### config.mk
export PLATFORM = sky130hd
export DESIGN_NAME = acc_executor
export DESIGN_NICKNAME = d
export VERILOG_FILES = /design/src/rtl/acc_executor.sv
export SDC_FILE = /design/constraint.sdc
export NUM_CORES = 1
export LEC_CHECK = 0
export CAP_MARGIN = 5
export CORE_MARGIN = 4
export CORE_UTILIZATION = 25
export CTS_CLUSTER_DIAMETER = 40
export DETAILED_ROUTE_END_ITERATION = 6
export HOLD_SLACK_MARGIN = 0.06
export PLACE_DENSITY_LB_ADDON = 0.3
export SYNTH_ARGS = -nofsm -noshare
export SYNTH_HDL_FRONTEND = slang
export SYNTH_SLANG_ARGS = --single-unit
### constraint.sdc
create_clock -name clk -period 3.4 [get_ports clk]
set_input_delay 0.85 -clock clk [delete_from_list [all_inputs] [get_ports clk]]
set_output_delay 0.85 -clock clk [all_outputs]
set_load 0.005 [all_outputs]
### src/rtl/acc_executor.sv
// Execute stage of the 8-bit accumulator CPU: register ops, RAM operand reads with
// timeout, RAM writes, jumps and HALT. All outputs are registered.
module acc_executor #(
    parameter logic [7:0] ACC_RESET_VAL  = 8'h00,
    parameter int         TIMEOUT_CYCLES = 15
) (
    input  logic       clk,
    input  logic       reset,
    input  logic       instr_valid,
    input  logic [7:0] instr,
    output logic       instr_ready,
    output logic [7:0] acc,
    output logic       flag_z,
    output logic       flag_c,
    output logic       mem_rd,
    output logic       mem_wr,
    output logic [7:0] mem_addr,
    output logic [7:0] mem_wdata,
    input  logic [7:0] mem_data,
    input  logic       mem_valid,
    output logic       pc_load,
    output logic [7:0] pc_target,
    output logic       mem_err,
    output logic       halted
);
    typedef enum logic [1:0] {S_IDLE, S_WAIT, S_HALT} state_t;

    state_t     state_q;
    logic [7:0] acc_q, addr_q, wdata_q, pc_target_q, cnt_q;
    logic [3:0] page_q, rd_op_q;
    logic       z_q, c_q, mem_rd_q, mem_wr_q, pc_load_q, mem_err_q, halted_q;

    logic [3:0] op, arg;
    logic [7:0] b, acc_d;
    logic [8:0] sum9, diff9;
    logic       c_d, z_d;

    assign arg = instr[3:0];

    // One ALU serves both paths: immediates while IDLE, the RAM operand while waiting.
    always_comb begin
        op    = (state_q == S_WAIT) ? rd_op_q : instr[7:4];
        b     = (state_q == S_WAIT) ? mem_data : {4'h0, arg};
        sum9  = {1'b0, acc_q} + {1'b0, b};
        diff9 = {1'b0, acc_q} - {1'b0, b};
        acc_d = acc_q;
        c_d   = c_q;
        case (op)
            4'h1, 4'h5: acc_d = b;
            4'h2:       acc_d = {arg, acc_q[3:0]};
            4'h3, 4'h6: {c_d, acc_d} = sum9;
            4'h4:       {c_d, acc_d} = diff9;
            4'h8:       acc_d = acc_q & b;
            4'h9:       acc_d = acc_q | b;
            4'hA:       acc_d = acc_q ^ b;
            4'hB: begin
                if (arg[3]) {acc_d, c_d} = {1'b0, acc_q};
                else        {c_d, acc_d} = {acc_q, 1'b0};
            end
            default: ;
        endcase
        z_d = (acc_d == 8'h00);
    end

    always_ff @(posedge clk) begin
        if (reset) begin
            state_q     <= S_IDLE;
            acc_q       <= ACC_RESET_VAL;
            page_q      <= 4'h0;
            z_q         <= 1'b0;
            c_q         <= 1'b0;
            mem_rd_q    <= 1'b0;
            mem_wr_q    <= 1'b0;
            addr_q      <= 8'h00;
            wdata_q     <= 8'h00;
            pc_load_q   <= 1'b0;
            pc_target_q <= 8'h00;
            mem_err_q   <= 1'b0;
            halted_q    <= 1'b0;
            rd_op_q     <= 4'h0;
            cnt_q       <= 8'h00;
        end else begin
            mem_wr_q  <= 1'b0;
            pc_load_q <= 1'b0;
            case (state_q)
                S_IDLE: if (instr_valid) begin
                    case (instr[7:4])
                        4'h0: ;
                        4'h5, 4'h6, 4'h8, 4'h9, 4'hA: begin
                            state_q  <= S_WAIT;
                            rd_op_q  <= instr[7:4];
                            mem_rd_q <= 1'b1;
                            addr_q   <= {page_q, arg};
                            cnt_q    <= 8'h00;
                        end
                        4'h7: begin
                            mem_wr_q <= 1'b1;
                            addr_q   <= {page_q, arg};
                            wdata_q  <= acc_q;
                        end
                        4'hC: page_q <= arg;
                        4'hD: begin
                            pc_load_q   <= 1'b1;
                            pc_target_q <= {page_q, arg};
                        end
                        4'hE: if (z_q) begin
                            pc_load_q   <= 1'b1;
                            pc_target_q <= {page_q, arg};
                        end
                        4'hF: begin
                            halted_q <= 1'b1;
                            state_q  <= S_HALT;
                        end
                        default: begin
                            acc_q <= acc_d;
                            z_q   <= z_d;
                            c_q   <= c_d;
                        end
                    endcase
                end
                S_WAIT: begin
                    if (mem_valid) begin
                        acc_q    <= acc_d;
                        z_q      <= z_d;
                        c_q      <= c_d;
                        mem_rd_q <= 1'b0;
                        state_q  <= S_IDLE;
                    end else if (cnt_q == 8'(TIMEOUT_CYCLES - 1)) begin
                        mem_rd_q  <= 1'b0;
                        mem_err_q <= 1'b1;
                        state_q   <= S_IDLE;
                    end else begin
                        cnt_q <= cnt_q + 8'h01;
                    end
                end
                S_HALT: ;
                default: state_q <= S_IDLE;
            endcase
        end
    end

    assign instr_ready = (state_q == S_IDLE);
    assign acc         = acc_q;
    assign flag_z      = z_q;
    assign flag_c      = c_q;
    assign mem_rd      = mem_rd_q;
    assign mem_wr      = mem_wr_q;
    assign mem_addr    = addr_q;
    assign mem_wdata   = wdata_q;
    assign pc_load     = pc_load_q;
    assign pc_target   = pc_target_q;
    assign mem_err     = mem_err_q;
    assign halted      = halted_q;
endmodule

## Word-level counts from Yosys, hierarchy flattened

Cells that the tools add are included.

| cells by class | value |
|---|---|
| $add $sub $neg | 3 |
| eq/ne operators | 32 |
| mux-type cells | 38 |
| bitwise operators | 7 |
| reduce and logical (&&, ||, !) cells | 22 |

Operators with widths:

| operator | count |
|---|---|
| $mux 8 | 10 |
| $pmux 8 s8 | 1 |
| $pmux 8 s2 | 3 |
| $eq 4x4->1 const B | 11 |
| $eq 4x3->1 const B | 6 |
| $reduce_and 3->1 | 6 |
| $reduce_and 4->1 | 4 |
| $mux 1 | 13 |
| $ne 2x2->1 const B | 6 |
| $reduce_or 11->1 | 1 |
| $add 8x8->9 | 1 |
| $sub 8x8->9 | 1 |
| $add 8x1->8 const B | 1 |
| $and 8x8->8 | 1 |
| $eq 4x2->1 const B | 2 |
| $eq 8x4->1 const B | 1 |
| $logic_not 8->1 | 1 |
| $or 8x8->8 | 1 |
| $pmux 1 s2 | 4 |
| $xor 8x8->8 | 1 |
| $mux 2 | 3 |
| $pmux 2 s3 | 1 |
| $reduce_or 6->1 | 1 |
| $reduce_and 5->1 | 1 |
| other kinds (16) | 21 |

| storage, ports and cells | value |
|---|---|
| register bits after elaboration | 57 |
| input port bits | 20 |
| output and inout bits | 40 |
| logic and storage cells | 117 |

## Longest topological paths before layout

Gate-level depths: netlist of the first run.

| depth | value |
|---|---|
| depth after elaboration | 9 |
| gate-level depth with buffers | 17 |

## Least setup slack after synthesis of the first run

No wires, ideal clock.

| timing | value |
|---|---|
| path type | flip-flop to flip-flop |
| start point | register state_q[0] |
| end point | register z_q, in the netlist flag_z |
| library setup time | 0.088 ns |
| arrival time | 3.327 ns |
| required time | 3.312 ns |
| setup slack | -0.015 ns |
| stages on the path, launching flop included | 16 |
| path buffers | 4 |
| cell sequence | dfxtp_1 > buf_6 > and2b_4 > buf_6 > clkbuf_1 > mux2i_1 > ha_1 > clkbuf_1 > nor2b_1 > nor4_1 > nor3_1 > or4_1 > and4_1 > nor4b_1 > a21oi_1 > o32ai_2 |

| between the ends | value |
|---|---|
| word-level cells in the longest chain between the ends | 9 |
| elaborated cells between the ends (all ways) | 32 |

RTL lines:

| what | line | text |
|---|---|---|
| start, declared | 28 | `state_t state_q;` |
| start signal, assigned | 67 | `state_q <= S_IDLE;` |
| start signal, assigned | 90 | `state_q <= S_WAIT;` |
| start signal, assigned | 112 | `state_q <= S_HALT;` |
| parallel branches: the longest is 9 deep, another holds $sub 8x8->9 | - |  |
| end signal, assigned | 116 | `z_q <= z_d;` |
| end signal, assigned | 124 | `z_q <= z_d;` |
| end, declared | 31 | `logic z_q, c_q, mem_rd_q, mem_wr_q, pc_load_q, mem_err_q, halted_q;` |

Several ways; the timed one is not identified. The select of a mux whose other input is x is not followed.
A chain may end at the register's enable or synchronous reset.

## Worst setup path after layout of the first run

| timing | value |
|---|---|
| start point | input port instr[4] |
| end point | register z_q, in the netlist flag_z |

| between the ends | value |
|---|---|
| word-level cells in the longest chain between the ends | 8 |
| elaborated cells between the ends (all ways) | 33 |

RTL lines:

| what | line | text |
|---|---|---|
| start, declared | 10 | `input logic [7:0] instr,` |
| $mux 4 | 42 | `op = (state_q == S_WAIT) ? rd_op_q : instr[7:4];` |
| $eq 4x2->1 (tied with other cells) | 48 | `case (op)` |
| $reduce_or 2->1 | 48 |  |
| $pmux 8 s8 | 48 |  |
| $logic_not 8->1 | 62 | `z_d = (acc_d == 8'h00);` |
| $mux 1 | 87 | `case (instr[7:4])` |
| $mux 1 | 86 | `S_IDLE: if (instr_valid) begin` |
| $pmux 1 s2 | 85 | `case (state_q)` |

Several ways; a longest one is shown, not always the timed one. The select of a mux whose other input is x is not followed.

==> results of run 1 <==
-- worst max-delay path by stage --
stage | to | cells past startpoint
final | flag_z$_SDFFE_PP0P_ | 9
after global routing | flag_z$_SDFFE_PP0P_ | 9
after CTS | flag_z$_SDFFE_PP0P_ | 14
after detailed placement | flag_z$_SDFFE_PP0P_ | 11
after global placement | flag_z$_SDFFE_PP0P_ | 11
after floorplan | flag_z$_SDFFE_PP0P_ | 11
-- stage by stage --
stage | area [um2] | instances
2_1_floorplan | 4040 | 483
3_3_place_gp | 5400 | 814
3_5_place_dp | 5400 | 814
4_1_cts | 5710 | 830
5_1_grt | 5830 | 830
6_report | 5830 | 830
-- layer usage --
metal	up-vias	track usage [%]	part of all wire, %
met5	-	0	0
met4	0	5.43	1.8
met3	15	2.93	5.1
met2	125	25.1	46
met1	1922	21.7	47
li1	1962	-	-
-- state kept, by name (all words and copies together), names as in the netlist, 2 cells and up --
signal     flops
acc            8
cnt_q          8
mem_addr       8
mem_wdata      8
pc_target      8
page_q         4
rd_op_q        4
state_q        2
-- worst max-delay path: stages --
cell and delay (ns):
sky130_fd_sc_hd__clkdlybuf4s50_1 0.64, sky130_fd_sc_hd__nor2_1 0.15, sky130_fd_sc_hd__mux2_2 0.38, sky130_fd_sc_hd__a22oi_1 0.23
sky130_fd_sc_hd__a21oi_1 0.12, sky130_fd_sc_hd__a2111oi_0 0.47, sky130_fd_sc_hd__nor4b_4 0.35, sky130_fd_sc_hd__a21oi_2 0.06
sky130_fd_sc_hd__o32ai_2 0.25
-- report_power, final --
part | leakage [uW] | total [uW] | internal (uW) | switching [uW]
Combinational | 0.00184 | 623 | 301 | 322
Clock | 0.000139 | 816 | 527 | 288
Sequential | 0.000462 | 718 | 691 | 27.7
-- logic make-up after synthesis --
logic type,share of synthesized area (%)
flip-flops,28.2
buffers and inverters,6.44
multiplexers,13.8
XOR/XNOR,2.60
AO/OA/AOI/OAI,18.6
AND/OR/NAND/NOR,20.5
adder cells (fa/ha/maj),9.91
-- cell type report --
class,instances,area [um2],share of cell area (%)
clock buffer,13,260,4.46
clock inverter,3,15.0,0.257
inverter,32,120,2.06
multi-input combinational,367,2800,48.0
sequential,57,1140,19.6
tap,216,270,4.63
timing repair buffer,142,1220,21.0
-- repair_timing --
| action | CTS | global route |
|---|---|---|
| endpoints found under the setup margin | 5 | 6 |
| buffers inserted | 0 | 0 |
| pin swaps | 1 | 11 |
| hold buffers | 0 | 0 |
| resized for setup | 11 | 24 |
| gates cloned | 0 | 0 |
-- cell usage in the layout, fill, tap and decap left out, drive strengths merged, types with 13 or more instances in the layout --
master         instances
buf                   84
nor2                  73
dfxtp                 57
clkdlybuf4s50         54
mux2i                 47
inv                   32
nand2                 32
ha                    28
a21oi                 21
o21ai                 17
clkbuf                13
==> impl_summary.md, run 1 <==
Yosys
The number of nets handed over by synthesis was 533. The combined area of all synthesized cells is 4040 um2. Among all flip-flop cells after synthesis, the most frequent one is sky130_fd_sc_hd__dfxtp_1.

The largest area contributor in the netlist is sky130_fd_sc_hd__dfxtp_1. For this run, the register share of the synthesized area comes to 28.2%. The number of different library cells in the post-synthesis netlist is 71. The share of synthesized registers carrying an async set or reset is 0%. Counting flops and latches in the post-synthesis netlist gives 57.

The average instance area after synthesis is 8.37 um2. The synthesized instance count is 483. By count the netlist is led by sky130_fd_sc_hd__nor2_1, sky130_fd_sc_hd__dfxtp_1, sky130_fd_sc_hd__mux2i_1, sky130_fd_sc_hd__inv_1, sky130_fd_sc_hd__nand2_1. The total number of yosys warnings is 0. Counting flops with a built-in enable in the synthesized netlist gives 0. The most frequent cell after synthesis is sky130_fd_sc_hd__nor2_1. The area share of the largest cell type after synthesis is 28.2%. In the post-synthesis netlist, the biggest area contributors are sky130_fd_sc_hd__dfxtp_1, sky130_fd_sc_hd__mux2i_1, sky130_fd_sc_hd__ha_1, sky130_fd_sc_hd__nor2_1, sky130_fd_sc_hd__inv_1.

Critical path
The reg-to-reg endpoint is flag_z$_SDFFE_PP0P_. The endpoint type of the worst setup path is a flip-flop. In this run the worst setup path begins at instr[4]. Data on the critical path is required at its endpoint by 3.63 ns. In this run the worst path has a maximum fanout of 7. The worst setup path is launched from a primary input.

The depth of the most critical reg-to-reg path is 12. The critical path is of the in -> reg type. Setup slack on the worst reg-to-reg path comes out at 0.27 ns. The arrival time reported for the critical path endpoint is 3.50 ns. The startpoint of the worst register-to-register path is state_q[1]$_SDFFE_PP0P_.

Hold path
The class of the worst hold path is reg -> reg. The hold path depth is 2. The start point of the worst hold path is mem_rd$_SDFFE_PP0P_. The worst min-delay path endpoint is mem_rd$_SDFFE_PP0P_.

Timing
For the finished layout, the period the worst path requires is 3.27 ns. The fraction of the cycle the final worst path needs is 96.2%. The final hold slack is 0.456 ns. The total negative setup slack is 0 ns. Once routing completed, OpenROAD measured the worst setup slack at 0.128 ns. The worst pin sits at a relative slew slack of 53.6%. Based on the critical path, the design can be clocked at up to 306 MHz.

The max-slew violation total from the final report is 0. The final hold violation count is 0. The actual slew at the worst max-slew pin is 0.687 ns. The largest clock skew in the final design is 0.0108 ns. Setup violations remaining at the end of the flow were counted as 0.

Drt
The count of TritonRoute iterations in the first routing pass is 5. The vias after detailed routing is 4024. For this run, design rule violations remaining after detail routing come to 0.

Dividing the detail-routed via count by the number of cells gives 4.85. The wire length per cell is 17.0 um. After detailed routing, the total wire length is 14100 um. The number of nets still failing antenna checks after routing is 0.

The first routing iteration left 227 violations.

Global route
For this run the aggregate overflow at the end of global routing stands at 0. The number of antenna violations at the first check in global routing is 0. Across every metal layer, demand over resource in global routing totals 15.9%. The number of global-route vias before repair was 4055. The first global-routing pass estimated 22600 um of wire. The maximum number of pins on one net before global-route repair is 43.

Power and ir drop
The leakage power of the design is 0.00244 uW. Power comes to 2160 uW. VDD sags by at most 0.000290 V. Dividing total power by cell area gives a power density of 370 nW/um2.

Finish
The area growth from synthesis to layout is 44.3%. Once layout is complete, the utilization of the core stands at 36.7%. Of the cells placed in the final design, the portion with a size suffix greater than 1 is 22.5%. The final layout contains 659 nets. The number of antenna diodes in the final layout is 0.

The number of fillers in the final layout is 1664.

Floorplanning
The die covers 18300 um2. The die is 135 um wide. Pin placement for this block handled 60 I/O pins. Once the floorplan was initialized, standard cells occupied 25.4% of the core. From bottom edge to top edge, the die measures 135 um. The core area is 15900 um2.

Row generation in the floorplan step produced 46 rows.

Place
Summed over all nets, the half-perimeter wirelength after detailed placement is 11000 um. The global placement routability congestion is 0.940. Timing analysis after detailed placement gives a worst setup slack of -0.549 ns. Input and output buffers added on the ports amount to 59.

Clock network
The clock insertion delay at the later pin of the skew report is 0.33 ns. In this run the clock root is driven by a sky130_fd_sc_hd__clkbuf_16. The clock tree buffer depth is 2. The clock tree synthesis step divided the H-tree into 3 levels. TritonCTS created 9 clock buffers. The register clock-pin slew on the reported worst setup and hold paths is 0.06 ns. The number of sinks on the clock net is 57. The TritonCTS clock tree is done.

Status
The run finished with clean final reports.

Flow run
The max-capacitance violation count is 0.
(Power assumes the default switching activity.)
==> inputs of run 2 (changes only) <==
--- a/config.mk
+++ b/config.mk
@@ -7,7 +7,7 @@
 export LEC_CHECK = 0
 export CAP_MARGIN = 5
 export CORE_MARGIN = 4
-export CORE_UTILIZATION = 25
+export CORE_UTILIZATION = 45
 export CTS_CLUSTER_DIAMETER = 40
 export DETAILED_ROUTE_END_ITERATION = 6
 export HOLD_SLACK_MARGIN = 0.06
@@ -15,3 +15,4 @@
 export SYNTH_ARGS = -nofsm -noshare
 export SYNTH_HDL_FRONTEND = slang
 export SYNTH_SLANG_ARGS = --single-unit
+export TNS_END_PERCENT = 100
==> constraint.sdc (replaced) <==
create_clock -name clk -period 2.6 [get_ports clk]
set_input_delay 0.65 -clock clk [delete_from_list [all_inputs] [get_ports clk]]
set_output_delay 0.65 -clock clk [all_outputs]
set_load 0.005 [all_outputs]
==> impl_summary.md, run 2 (synthesis gave the netlist of run 1 again) <==
Status
The flow ran to the end, but the final reports show violations. The final reports fail on setup timing.

Floorplanning
For this design the top-level I/O count stands at 60. The core area is 8720 um2. The horizontal die dimension is 103 um.

The cell row count is 34. The initial core utilization is 46.3%. The area of the die is 10600 um2. Measured along the y axis, the die boundary spans 103 um.

Power and ir drop
The maximum vdd drop is 0.000414 V. The fraction of power spent switching nets is 30.9%. In this run the static leakage power is 0.00272 uW. The post-layout total power is 3000 uW.

The share of total power in the clock network is 34.9%. For this design the total switching power over the nets is 928 uW. Combinational logic burns 34.1% of the power. The part of the total power dissipated in sequential elements is 31.0%. Cell internal power was estimated by the tool at 2070 uW. Dividing total power by cell area gives a power density of 473 nW/um2.

Finish
The most frequent standard cell in the layout excluding fill and tap cells is sky130_fd_sc_hd__buf_4. Leaving out fill and tap cells, the most frequent cells in the layout are sky130_fd_sc_hd__buf_4, sky130_fd_sc_hd__nor2_1, sky130_fd_sc_hd__dfxtp_1, sky130_fd_sc_hd__clkdlybuf4s50_1, sky130_fd_sc_hd__mux2i_1. The final layout contains 711 nets. The area growth from synthesis to layout is 56.9%.

The number of fillers in the final layout is 628. The antenna diode count is 0. The fraction of final layout cells sized beyond drive strength 1 is 34.8%.

Timing
The minimum clock period is 3.14 ns. The largest clock skew in the final design is 0.0113 ns. In this run the tightest slew margin relative to its limit is 58.2%.

The total negative setup slack is -3.11 ns. The setup slack after layout is -0.537 ns. Static timing analysis puts the maximum clock frequency at 319 MHz. Setup violations remaining at the end of the flow were counted as 8.

Setup repair after global routing could not meet its margin everywhere. The max-slew violation total from the final report is 0. The actual slew at the worst max-slew pin is 0.611 ns. The final hold violation count is 0. The fraction of the cycle the final worst path needs is 121%.

Critical path
In this run the worst path has a maximum fanout of 4. The startpoint type of the worst setup path is a flip-flop. For the worst setup path, the data required time is 2.84 ns. The first element of the critical path is state_q[1]$_SDFFE_PP0P_. The largest individual stage delay along the critical path comes from the cell sky130_fd_sc_hd__a2111o_1. In this design, the stage delay of the slowest critical-path cell is 0.40 ns.

Walking the worst path, the cells encountered are and2b_4 > buf_12 > mux2i_4 > inv_2 > ha_4 > nor3_4 > nor3_1 > o32ai_1 > a32o_2 > a2111o_1 > nor4_2 > nand4_1 > o32ai_2. The startpoint of the worst register-to-register path is state_q[1]$_SDFFE_PP0P_. At the worst endpoint, the arrival time is 3.38 ns. The worst setup path is captured at a flip-flop.

The kind of critical path is reg -> reg.

Global route
The first-pass GRT wire length is 23000 um. The number of antenna violations at the first check in global routing is 0. In the global route stage, met1 resource usage came out at 38.4%. The met2 routing resource usage after global routing is 43.1%. The total grt overflow is 0. Entering global routing, the biggest net connects 38 pins. In the global route stage, met3 resource usage came out at 5.82%. Across every metal layer, demand over resource in global routing totals 28.1%. The number of global-route vias before repair came to 4368. The layer with the highest usage is met2.

Place
The wire-length estimate of the detail-placed layout is 10400 um. The global placement routability congestion is 0.954. The number of buffers added on ports is 59.

Hold path
The worst hold path begins at mem_rd$_SDFFE_PP0P_. The class of the worst hold path is reg -> reg.

Drt
In the final routed layout, each cell accounts on average for 19.3 um. The residual DRC count is 0. The vias after detailed routing is 4508.

The detail-routed via count per cell is 5.82. The first detailed-routing pass took 6 iterations. The first-iteration detailed-routing DRC count is 433. After detailed routing, the total wire length is 14900 um. The number of nets still failing antenna checks after routing is 0.

Clock network
The hold buffer count at cts is 0. The clock passes through at most 2 buffers. The number of clock buffers added by TritonCTS is 9. The number of sinks on the clock net is 57.

The TritonCTS clock tree is done. The register clock-pin slew on the reported worst setup and hold paths is 0.07 ns. In this run the number of H-tree levels came out at 3.

The clock insertion delay at the later pin of the skew report is 0.34 ns. The cell sitting at the root of the clock tree is a sky130_fd_sc_hd__clkbuf_8.

Flow run
Max-cap violations in this run came to 0.
-- run 2: changes by cell type in the layout (fill, tap and decap cells not counted), moves of 4 or more --
cell / change
sky130_fd_sc_hd__dlygate4sd2_1: +4
sky130_fd_sc_hd__clkbuf_8: +8
sky130_fd_sc_hd__buf_6: +5
sky130_fd_sc_hd__o21ai_0: -4
sky130_fd_sc_hd__ha_1: -6
sky130_fd_sc_hd__buf_4: +45
sky130_fd_sc_hd__clkbuf_16: -9
-- run 2: per-layer routing --
metal | up-vias | wire length, um
li1 | 2072 | -
met1 | 2146 | 6460
met2 | 232 | 6640
met3 | 58 | 1240
met4 | 0 | 553
met5 | - | 0
-- run 2: power by group through the flow --
stage          Combinational, uW  Sequential, uW  Clock (uW)
2_1_floorplan                438             952           0
3_3_place_gp                 812             946           0
3_5_place_dp                 819             947           0
4_1_cts                      928             929        1060
5_1_grt                     1090             933        1090
6_report                    1020             931        1050
-- run 2: final timing paths --
kind / endpoint / slack, ns / depth (start not counted)
setup reg to reg: flag_z$_SDFFE_PP0P_ / -0.54 / 13
hold / removal: mem_rd$_SDFFE_PP0P_ / 0.47 / 2
setup / recovery: flag_z$_SDFFE_PP0P_ / -0.54 / 13
hold reg to reg: mem_rd$_SDFFE_PP0P_ / 0.47 / 2
-- run 2: layout make-up --
class,count,area [um2],area share [%]
Clock buffer,11,141,2.23
Timing Repair Buffer,194,1650,26.0
Multi-Input combinational cell,367,3050,48.1
Tap cell,108,135,2.13
Sequential cell,57,1140,18.0
Inverter,32,120,1.89
Clock inverter,5,103,1.62
-- run 2: worst max-delay path, delay by kind of cell, from the launching register on --
| kind | cells | cell delay (ns) |
|---|---|---|
| fa+ha+maj | 1 | 0.29 |
| flops | 1 | 0.32 |
| buf+inv | 2 | 0.19 |
| simple gates | 5 | 0.93 |
| mux | 1 | 0.27 |
| compound gates | 4 | 1.04 |
-- run 2: repair_timing --
item	in CTS	in global routing
endpoints found under the setup margin	10	10
hold endpoints to repair	0	0
buffers inserted	11	8
gates resized for setup	45	36
pin swaps	24	31
-- run 2: per-stage QoR --
step	utilization [%]	instances	instance area, um2	worst slack (ns)	hold slack, ns
6_report	72.7	774	6340	-0.537	0.466
5_1_grt	72.7	774	6340	-0.645	0.478
4_1_cts	70.3	766	6130	-0.439	0.467
3_5_place_dp	64.2	739	5600	-1.04	0.456
3_3_place_gp	64.2	739	5600	-0.948	0.449
2_1_floorplan	-	483	4150	-0.440	0.447
